--- config.mk ---
export PLATFORM = sky130hd
export DESIGN_NAME = uart_frame_arbiter_flat
export DESIGN_NICKNAME = d
export VERILOG_FILES = /design/src/rtl/uart_frame_arbiter_if.sv /design/src/rtl/uart_frame_arbiter.sv /design/src/flat_wrapper.sv
export SDC_FILE = /design/constraint.sdc
export NUM_CORES = 1
export LEC_CHECK = 0
export CORE_ASPECT_RATIO = 0.5
export CORE_MARGIN = 4
export CORE_UTILIZATION = 27
export CTS_CLUSTER_DIAMETER = 40
export DETAILED_ROUTE_END_ITERATION = 10
export PLACE_DENSITY = 0.47
export REMOVE_ABC_BUFFERS = 1
export SETUP_SLACK_MARGIN = 0.05
export SYNTH_ARGS = -nofsm -noshare
export SYNTH_HDL_FRONTEND = slang
export SYNTH_SLANG_ARGS = --single-unit
--- constraint.sdc ---
create_clock -name clk -period 2.9 [get_ports clk]
set_input_delay 0.725 -clock clk [delete_from_list [all_inputs] [get_ports clk]]
set_output_delay 0.725 -clock clk [all_outputs]
set_load 0.01 [all_outputs]
--- src/rtl/uart_frame_arbiter_if.sv ---
// Handshake bundle between N frame sources, the arbiter and the uart_tx byte port.
//  req_valid/req_data/req_last/req_ready : per-requester byte stream (byte i at [8*i +: 8])
//  tx_data/tx_valid/tx_ready             : byte stream towards uart_tx
//  grant/busy/frame_done/timeout_err     : arbiter status
// master = arbiter side, slave = requesters + uart_tx side.
interface uart_frame_arbiter_if #(
    parameter int unsigned N_REQ = 2
);
    logic [N_REQ-1:0]   req_valid;
    logic [8*N_REQ-1:0] req_data;
    logic [N_REQ-1:0]   req_last;
    logic [N_REQ-1:0]   req_ready;
    logic [7:0]         tx_data;
    logic               tx_valid;
    logic               tx_ready;
    logic [N_REQ-1:0]   grant;
    logic               busy;
    logic               frame_done;
    logic               timeout_err;

    modport master (
        input  req_valid, req_data, req_last, tx_ready,
        output req_ready, tx_data, tx_valid, grant, busy, frame_done, timeout_err
    );

    modport slave (
        output req_valid, req_data, req_last, tx_ready,
        input  req_ready, tx_data, tx_valid, grant, busy, frame_done, timeout_err
    );
endinterface

--- src/rtl/uart_frame_arbiter.sv ---
// Round-robin, frame-atomic arbiter sharing one 8N1 uart_tx between N_REQ frame sources.
// Enforces an idle gap after every frame and aborts a frame whose source stalls too long.
// Ports:
//  clk, rst : clock, asynchronous active-high reset
//  bus      : uart_frame_arbiter_if.master (requester streams, uart_tx stream, status)
// tx_valid/tx_data/req_ready are a combinational pass-through of the granted source while
// streaming; grant, frame_done and timeout_err are registered; busy decodes the state register.
module uart_frame_arbiter #(
    parameter int unsigned N_REQ          = 2,
    parameter int unsigned GAP_CYCLES     = 4340,
    parameter int unsigned TIMEOUT_CYCLES = 50000
) (
    input  logic                 clk,
    input  logic                 rst,
    uart_frame_arbiter_if.master bus
);
    localparam int unsigned IDX_W   = (N_REQ > 1) ? $clog2(N_REQ) : 1;
    localparam int unsigned GAP_W   = (GAP_CYCLES > 0) ? $clog2(GAP_CYCLES + 1) : 1;
    localparam int unsigned STALL_W = $clog2(TIMEOUT_CYCLES + 1);

    typedef enum logic [1:0] {
        ST_IDLE   = 2'd0,
        ST_STREAM = 2'd1,
        ST_GAP    = 2'd2
    } state_t;

    // Where a frame ends (normally or aborted): straight back to IDLE when no gap is wanted.
    localparam state_t END_STATE = (GAP_CYCLES == 0) ? ST_IDLE : ST_GAP;

    state_t             state;
    logic [IDX_W-1:0]   g_idx;
    logic [IDX_W-1:0]   rr_ptr;
    logic [N_REQ-1:0]   grant_q;
    logic [STALL_W-1:0] stall_cnt;
    logic [GAP_W-1:0]   gap_cnt;
    logic               frame_done_q;
    logic               timeout_err_q;

    logic               sel_any;
    logic [IDX_W-1:0]   sel_idx;
    logic               g_valid;
    logic               g_last;
    logic               xfer;
    logic [IDX_W-1:0]   rr_next;
    logic [N_REQ-1:0]   req_ready_c;

    // Round-robin pick: first valid requester starting at rr_ptr.
    always_comb begin
        int unsigned cand;
        sel_any = 1'b0;
        sel_idx = '0;
        cand    = 0;
        for (int unsigned k = 0; k < N_REQ; k++) begin
            cand = 32'(rr_ptr) + k;
            if (cand >= N_REQ) begin
                cand = cand - N_REQ;
            end
            if (!sel_any && bus.req_valid[IDX_W'(cand)]) begin
                sel_any = 1'b1;
                sel_idx = IDX_W'(cand);
            end
        end
    end

    // Pass-through of the granted source while streaming.
    assign g_valid = (state == ST_STREAM) && bus.req_valid[g_idx];
    assign g_last  = bus.req_last[g_idx];
    assign xfer    = g_valid && bus.tx_ready;
    assign rr_next = (g_idx == IDX_W'(N_REQ - 1)) ? '0 : g_idx + IDX_W'(1);

    always_comb begin
        req_ready_c = '0;
        if (xfer) begin
            req_ready_c[g_idx] = 1'b1;
        end
    end

    assign bus.tx_valid    = g_valid;
    assign bus.tx_data     = g_valid ? bus.req_data[{g_idx, 3'b000} +: 8] : 8'h00;
    assign bus.req_ready   = req_ready_c;
    assign bus.grant       = grant_q;
    assign bus.busy        = (state != ST_IDLE);
    assign bus.frame_done  = frame_done_q;
    assign bus.timeout_err = timeout_err_q;

    // Arbitration FSM with stall and gap counters.
    always_ff @(posedge clk or posedge rst) begin
        if (rst) begin
            state         <= ST_IDLE;
            g_idx         <= '0;
            rr_ptr        <= '0;
            grant_q       <= '0;
            stall_cnt     <= '0;
            gap_cnt       <= '0;
            frame_done_q  <= 1'b0;
            timeout_err_q <= 1'b0;
        end else begin
            frame_done_q  <= 1'b0;
            timeout_err_q <= 1'b0;
            case (state)
                ST_IDLE: begin
                    if (sel_any) begin
                        g_idx     <= sel_idx;
                        grant_q   <= N_REQ'(1) << sel_idx;
                        stall_cnt <= '0;
                        state     <= ST_STREAM;
                    end
                end
                ST_STREAM: begin
                    if (xfer) begin
                        stall_cnt <= '0;
                        if (g_last) begin
                            frame_done_q <= 1'b1;
                            rr_ptr       <= rr_next;
                            grant_q      <= '0;
                            gap_cnt      <= '0;
                            state        <= END_STATE;
                        end
                    end else if (!bus.req_valid[g_idx]) begin
                        // This stall cycle brings the count to TIMEOUT_CYCLES: abort.
                        if (stall_cnt == STALL_W'(TIMEOUT_CYCLES - 1)) begin
                            timeout_err_q <= 1'b1;
                            rr_ptr        <= rr_next;
                            grant_q       <= '0;
                            gap_cnt       <= '0;
                            stall_cnt     <= '0;
                            state         <= END_STATE;
                        end else begin
                            stall_cnt <= stall_cnt + STALL_W'(1);
                        end
                    end
                end
                ST_GAP: begin
                    if (gap_cnt == GAP_W'(GAP_CYCLES - 1)) begin
                        gap_cnt <= '0;
                        state   <= ST_IDLE;
                    end else begin
                        gap_cnt <= gap_cnt + GAP_W'(1);
                    end
                end
                default: begin
                    state <= ST_IDLE;
                end
            endcase
        end
    end
endmodule

--- src/flat_wrapper.sv ---
// flat-port wrapper written by rule: the top's interface ports become plain ports
module uart_frame_arbiter_flat 
#(
    parameter int unsigned N_REQ          = 2,
    parameter int unsigned GAP_CYCLES     = 4340,
    parameter int unsigned TIMEOUT_CYCLES = 50000
)
  (clk, rst, bus_req_valid, bus_req_data, bus_req_last, bus_tx_ready, bus_req_ready, bus_tx_data, bus_tx_valid, bus_grant, bus_busy, bus_frame_done, bus_timeout_err);
  uart_frame_arbiter_if #(.N_REQ(N_REQ)) bus_i ();
  input  logic clk;
  input  logic rst;
  input wire logic [$bits(bus_i.req_valid)-1:0] bus_req_valid;
  input wire logic [$bits(bus_i.req_data)-1:0] bus_req_data;
  input wire logic [$bits(bus_i.req_last)-1:0] bus_req_last;
  input wire logic [$bits(bus_i.tx_ready)-1:0] bus_tx_ready;
  output wire logic [$bits(bus_i.req_ready)-1:0] bus_req_ready;
  output wire logic [$bits(bus_i.tx_data)-1:0] bus_tx_data;
  output wire logic [$bits(bus_i.tx_valid)-1:0] bus_tx_valid;
  output wire logic [$bits(bus_i.grant)-1:0] bus_grant;
  output wire logic [$bits(bus_i.busy)-1:0] bus_busy;
  output wire logic [$bits(bus_i.frame_done)-1:0] bus_frame_done;
  output wire logic [$bits(bus_i.timeout_err)-1:0] bus_timeout_err;
  assign bus_i.req_valid = bus_req_valid;
  assign bus_i.req_data = bus_req_data;
  assign bus_i.req_last = bus_req_last;
  assign bus_i.tx_ready = bus_tx_ready;
  assign bus_req_ready = bus_i.req_ready;
  assign bus_tx_data = bus_i.tx_data;
  assign bus_tx_valid = bus_i.tx_valid;
  assign bus_grant = bus_i.grant;
  assign bus_busy = bus_i.busy;
  assign bus_frame_done = bus_i.frame_done;
  assign bus_timeout_err = bus_i.timeout_err;
  uart_frame_arbiter #(.N_REQ(N_REQ), .GAP_CYCLES(GAP_CYCLES), .TIMEOUT_CYCLES(TIMEOUT_CYCLES)) u_core (.clk(clk), .rst(rst), .bus(bus_i));
endmodule
* Yosys cells after proc, flatten, opt, wreduce, memory -nomap -nowiden
Cells that the tools add are included.
Word-level totals: logic and storage cells 103, register bits 37, input bits 23
Cells by class: reduce and logical (&&, ||, !) cells 16, equality and inequality tests 11, multiplexer cells 54, add/sub/neg operators 6, shift-type cells 2, order comparisons 6
Operators with widths (count):
- two-way mux 13 bit | 5
- two-way mux 16 bit | 4
- one-hot mux 16 bit (2 select lines) | 1
- two-way mux 1 bit | 27
- one-hot mux 13 bit (2 select lines) | 1
- two-way mux 2 bit | 12
- adder 16 x 1 -> 16 bit (second input constant) | 1
- == test 16 bit (second input constant) | 1
- variable part select 16 x 5 -> 8 bit | 1
- adder 13 x 1 -> 13 bit (second input constant) | 1
- == test 13 bit (second input constant) | 1
- AND reduction 5 bit | 2
- inequality test 3 x 2 -> 1 bit (second input constant) | 3
- two-way mux 8 bit | 1
- inequality test 2 x 1 -> 1 bit (second input constant) | 4
- AND reduction 4 bit | 2
- nonzero test 2 bit | 4
- < comparator 1 x 2 -> 1 bit (second input constant) | 3
- one-hot mux 2 bit (3 select lines) | 1
- logical AND 1 bit | 4
- one-hot mux 2 bit (2 select lines) | 1
- AND reduction 3 bit | 1
- adder 1 x 1 -> 2 bit (second input constant) | 1
- == test 2 x 1 -> 1 bit (second input constant) | 1
- other kinds (11) | 12

* Longest topological paths before layout
word-level depth 11, mapped depth 9

* Worst setup path before layout
OpenSTA, ideal clock, no wires.
kind input-to-output, start input port bus_req_valid[1], end output port bus_req_ready[1], setup slack 0.610 ns, cell stages on the path 4, arrival 1.565 ns, path buffers 0, cells stage by stage mux2_2 > nand2_1 > inv_1 > and3_1
On the way: cells in the longest elaborated chain, start to end 5
Ends and longest elaborated chain:
- from (decl) | RTL line flat_wrapper.sv:12 | input wire logic [$bits(bus_i.req_valid)-1:0] bus_req_valid;
- two-way mux 1 bit (implied by the code) (2 in a row) | RTL line uart_frame_arbiter.sv:66 | assign g_valid = (state == ST_STREAM) && bus.req_valid[g_idx];
- logical AND 1 bit | RTL line uart_frame_arbiter.sv:66
- via bus_tx_valid | RTL line flat_wrapper.sv:18 | output wire logic [$bits(bus_i.tx_valid)-1:0] bus_tx_valid;
- logical AND 1 bit | RTL line uart_frame_arbiter.sv:68 | assign xfer = g_valid && bus.tx_ready;
- two-way mux 2 bit | RTL line uart_frame_arbiter.sv:73 | if (xfer) begin
- to (decl) | RTL line flat_wrapper.sv:16 | output wire logic [$bits(bus_i.req_ready)-1:0] bus_req_ready;
The timed path passes the listed nets, and every way through them passes these cells. The select of a mux whose other input is x is not followed.

* Worst setup path in the final report
start input port bus_req_valid[0], end output port bus_req_ready[1]
On the way: cells in the longest elaborated chain, start to end 5
Ends and longest elaborated chain (RTL line):
- two-way mux 1 bit (implied by the code) (2 in a row) | uart_frame_arbiter.sv:66
- logical AND 1 bit | uart_frame_arbiter.sv:66
- logical AND 1 bit | uart_frame_arbiter.sv:68
- two-way mux 2 bit | uart_frame_arbiter.sv:73
No other way between the ends. The select of a mux whose other input is x is not followed.

==> results_dict.tcl <==
set metrics [dict create \
    worst_setup_path_start_kind "input port" \
    first_global_vias 2085 \
    h-tree-depth 2 \
    cts_buffer_depth 2 \
    synthCells 254 \
    seqPwrFrac 0.443 \
    cts_setup_buffers 0 \
    ctsRootBufferMaster "clkbuf_16" \
    pre_cts_slack_ns -0.169 \
    netlist_area_sq_um 2360 \
    crit_chain "clkdlybuf4s50_1 -> mux2_2 -> nand2_1 -> inv_1 -> and3_1 -> dlygate4sd2_1" \
    grt_pass1_wl_microns 10500 \
    core-area_sq_um 8260 \
    tightest_slew_ns 0.544 \
    finalMaxSlewViolations 0 \
    critPathMaxStageDelay_ns 0.43 \
    r2r-start "u_core.stall_cnt[11]$_DFFE_PP0P_" \
    synth_edf_count 0 \
    worst_hold_slack_ns 0.500 \
    drt-initial-drc-count 159 \
    routed_via_density 4.97 \
    die_w_microns 140 \
    drive_gt1_frac 0.159 \
    grt_max_degree 38 \
    p_int_uw 921 \
    p_leak_nw 1.35 \
    vias 2088 \
    max_freq_mhz 357 \
    dr.pass1.iters 4 \
    setup_tns_ns 0 \
    cts_tree "yes" \
    yosys_warnings 0 \
    syn_avg_cell_area_sq_um 9.30 \
    synth-seq-cells 37 \
    grt_overflow 0 \
    critPathLaunch "bus_req_valid[0]" \
    power_switching_share 0.211 \
    crit_required_ns 2.17 \
    finalNetCount 336 \
    start_util 0.286 \
    clock_sink_count 37 \
    totalWireLength_microns 6120 \
    crit_arrival_ns 2.07 \
    fill_cells 837 \
    globalplace.congestion 0.814 \
    boundaryPins 39 \
    insertion_delay_ns 0.29 \
    syn2layout_area_growth_pct 31.2 \
    hold_class "flop to flop" \
    cts-buffers-inserted 5 \
    p_sw_uw 247 \
    vdd_drop_max_mv 0.229 \
    totalPowerFinal_mw 1.17 \
    cp.buffers_inverters 3 \
    cts.hold.buffers_added 0 \
    ys_dominant_reg_cell "dfrtp_1" \
    power_density_nw_per_um2 377 \
    layout_min_cycle_time_ns 2.80 \
    port_buffers 38 \
    hold_viol_final 0 \
    rrSetupSlack_ns 0.58 \
    ant_nets 0 \
    post-dp-hpwl_microns 4640 \
    setup_viol 0 \
    drcViolationCount 0 \
    crit_fanout 2 \
    grtUsageTotal 0.126 \
    rsz0062_at_grt "no" \
    cap_violations 0 \
    criticalPathCategory "input port to output pin" \
    pwr-share-clk 0.496 \
    layout_common_cells "dfrtp_1, o21ai_1, clkdlybuf4s50_1, nor2_1, buf_4" \
    p_comb_frac 0.060 \
    slowest_stage "clkdlybuf4s50_1" \
    rows 23 \
    dieArea_sq_um 10400 \
    slew_headroom 0.637 \
    num_antenna_cells 0 \
    die_h_microns 74.1 \
    final.setup.worst_slack_ns 0.101 \
    yosysSeqAreaShare 0.392 \
    finalCritPeriodShare 0.965 \
    worst_clock_skew_ns 0.00535 \
    worstSetupEndpointType "output pin" \
    final_common_cell "dfrtp_1" \
    hp-start "u_core.stall_cnt[13]$_DFFE_PP0P_" \
    grt_antenna_before_repair 0 \
    yosysUniqueCellTypes 55 \
    post_drt_wl_per_cell_microns 14.6 \
    cpLargestDelayFamily "buffers and inverters" \
    async_reset_ff_frac 1.00 \
    clk_pin_slew_ns 0.06 \
    outcome "complete, no violations" \
]
## metal layers
metal,track usage,up-vias,share of wire,wire length (microns)
met4,0.0430,0,0.015,92
met2,0.194,56,0.42,2590
met5,0,-,0,0
met3,0.0411,9,0.063,388
met1,0.168,982,0.50,3050
li1,-,1041,-,-
## power by group through the flow
stage               combinational [mW]  clock [mW]  sequential, mW
finish                          0.0706       0.580           0.518
global route                    0.0777       0.615           0.517
CTS                             0.0727       0.595           0.517
detailed placement              0.0724           0           0.527
global placement                0.0720           0           0.527
floorplan                       0.0226           0           0.530
## stage by stage
step | utilization | instances | instance area (sq um)
global route | 0.375 | 420 | 3100
CTS | 0.376 | 420 | 3110
floorplan | - | 243 | 2300
global placement | 0.359 | 412 | 2970
detailed placement | 0.359 | 412 | 2970
finish | 0.375 | 420 | 3100
## layout make-up
cell class	instances	area, sq um	share of cell area
clock buffers	7	153	0.0492
clock inverters	1	5.00	0.00161
inverters	17	63.8	0.0206
multi-input cells	189	1310	0.423
flip-flops and latches	37	926	0.299
well taps	112	140	0.0452
repair buffers	57	500	0.161
## cells by family (layout without fill, tap and decap cells)
| family | count (synthesis) | in the layout | synth area share |
|---|---|---|---|
| AO/OA/AOI/OAI | 71 | 71 | 0.227 |
| multiplexers | 16 | 16 | 0.0715 |
| adder cells (fa/ha/maj) | 6 | 6 | 0.0318 |
| flip-flops | 37 | 37 | 0.392 |
| AND/OR/NAND/NOR | 96 | 96 | 0.226 |
| buffers and inverters | 28 | 82 | 0.0524 |
## registers in the layout (all words and copies together), names as in the netlist
register / flops
u_core.stall_cnt: 16
u_core.gap_cnt: 13
u_core.bus.grant: 2
u_core.state: 2
u_core.bus.frame_done: 1
u_core.bus.timeout_err: 1
u_core.g_idx: 1
u_core.rr_ptr: 1
## synthesized netlist by cell type, types with 2 or more instances
master / instances / area (sq um)
dfrtp_1: 37 / 926
or2_1: 2 / 12.5
o21ai_1: 28 / 140
inv_1: 17 / 63.8
o31ai_2: 7 / 87.6
and3_1: 5 / 31.3
o21ai_0: 3 / 15.0
nand4_1: 6 / 37.5
a21oi_1: 7 / 35.0
nand2_1: 15 / 56.3
a22o_1: 3 / 26.3
buf_2: 3 / 15.0
a22oi_1: 2 / 15.0
o41ai_1: 2 / 17.5
o211ai_1: 2 / 15.0
a41oi_1: 2 / 17.5
ha_1: 6 / 75.1
nor4_1: 2 / 12.5
mux2_1: 3 / 33.8
o31ai_1: 4 / 30.0
o21a_1: 2 / 15.0
nor2_1: 22 / 82.6
nor3_1: 6 / 30.0
and2_1: 3 / 18.8
buf_6: 2 / 22.5
or3_1: 6 / 37.5
mux2i_1: 11 / 110
clkbuf_1: 5 / 18.8
nand3_1: 15 / 75.1
## worst paths after layout
check	cells after the start	to
max	6	bus_req_ready[1]
min	1	u_core.stall_cnt[13]$_DFFE_PP0P_
max reg2reg	6	u_core.bus.grant[0]$_DFFE_PP0P_
min reg2reg	1	u_core.stall_cnt[13]$_DFFE_PP0P_
max in group asynchronous	3	u_core.bus.grant[1]$_DFFE_PP0P_
min in group asynchronous	3	u_core.gap_cnt[12]$_DFFE_PP0P_
## timing repair
item | CTS | global route
gates resized for setup | 11 | 7
cloned | 0 | 0
endpoints found under the setup margin | 11 | 11
(Power assumes the default switching activity.)
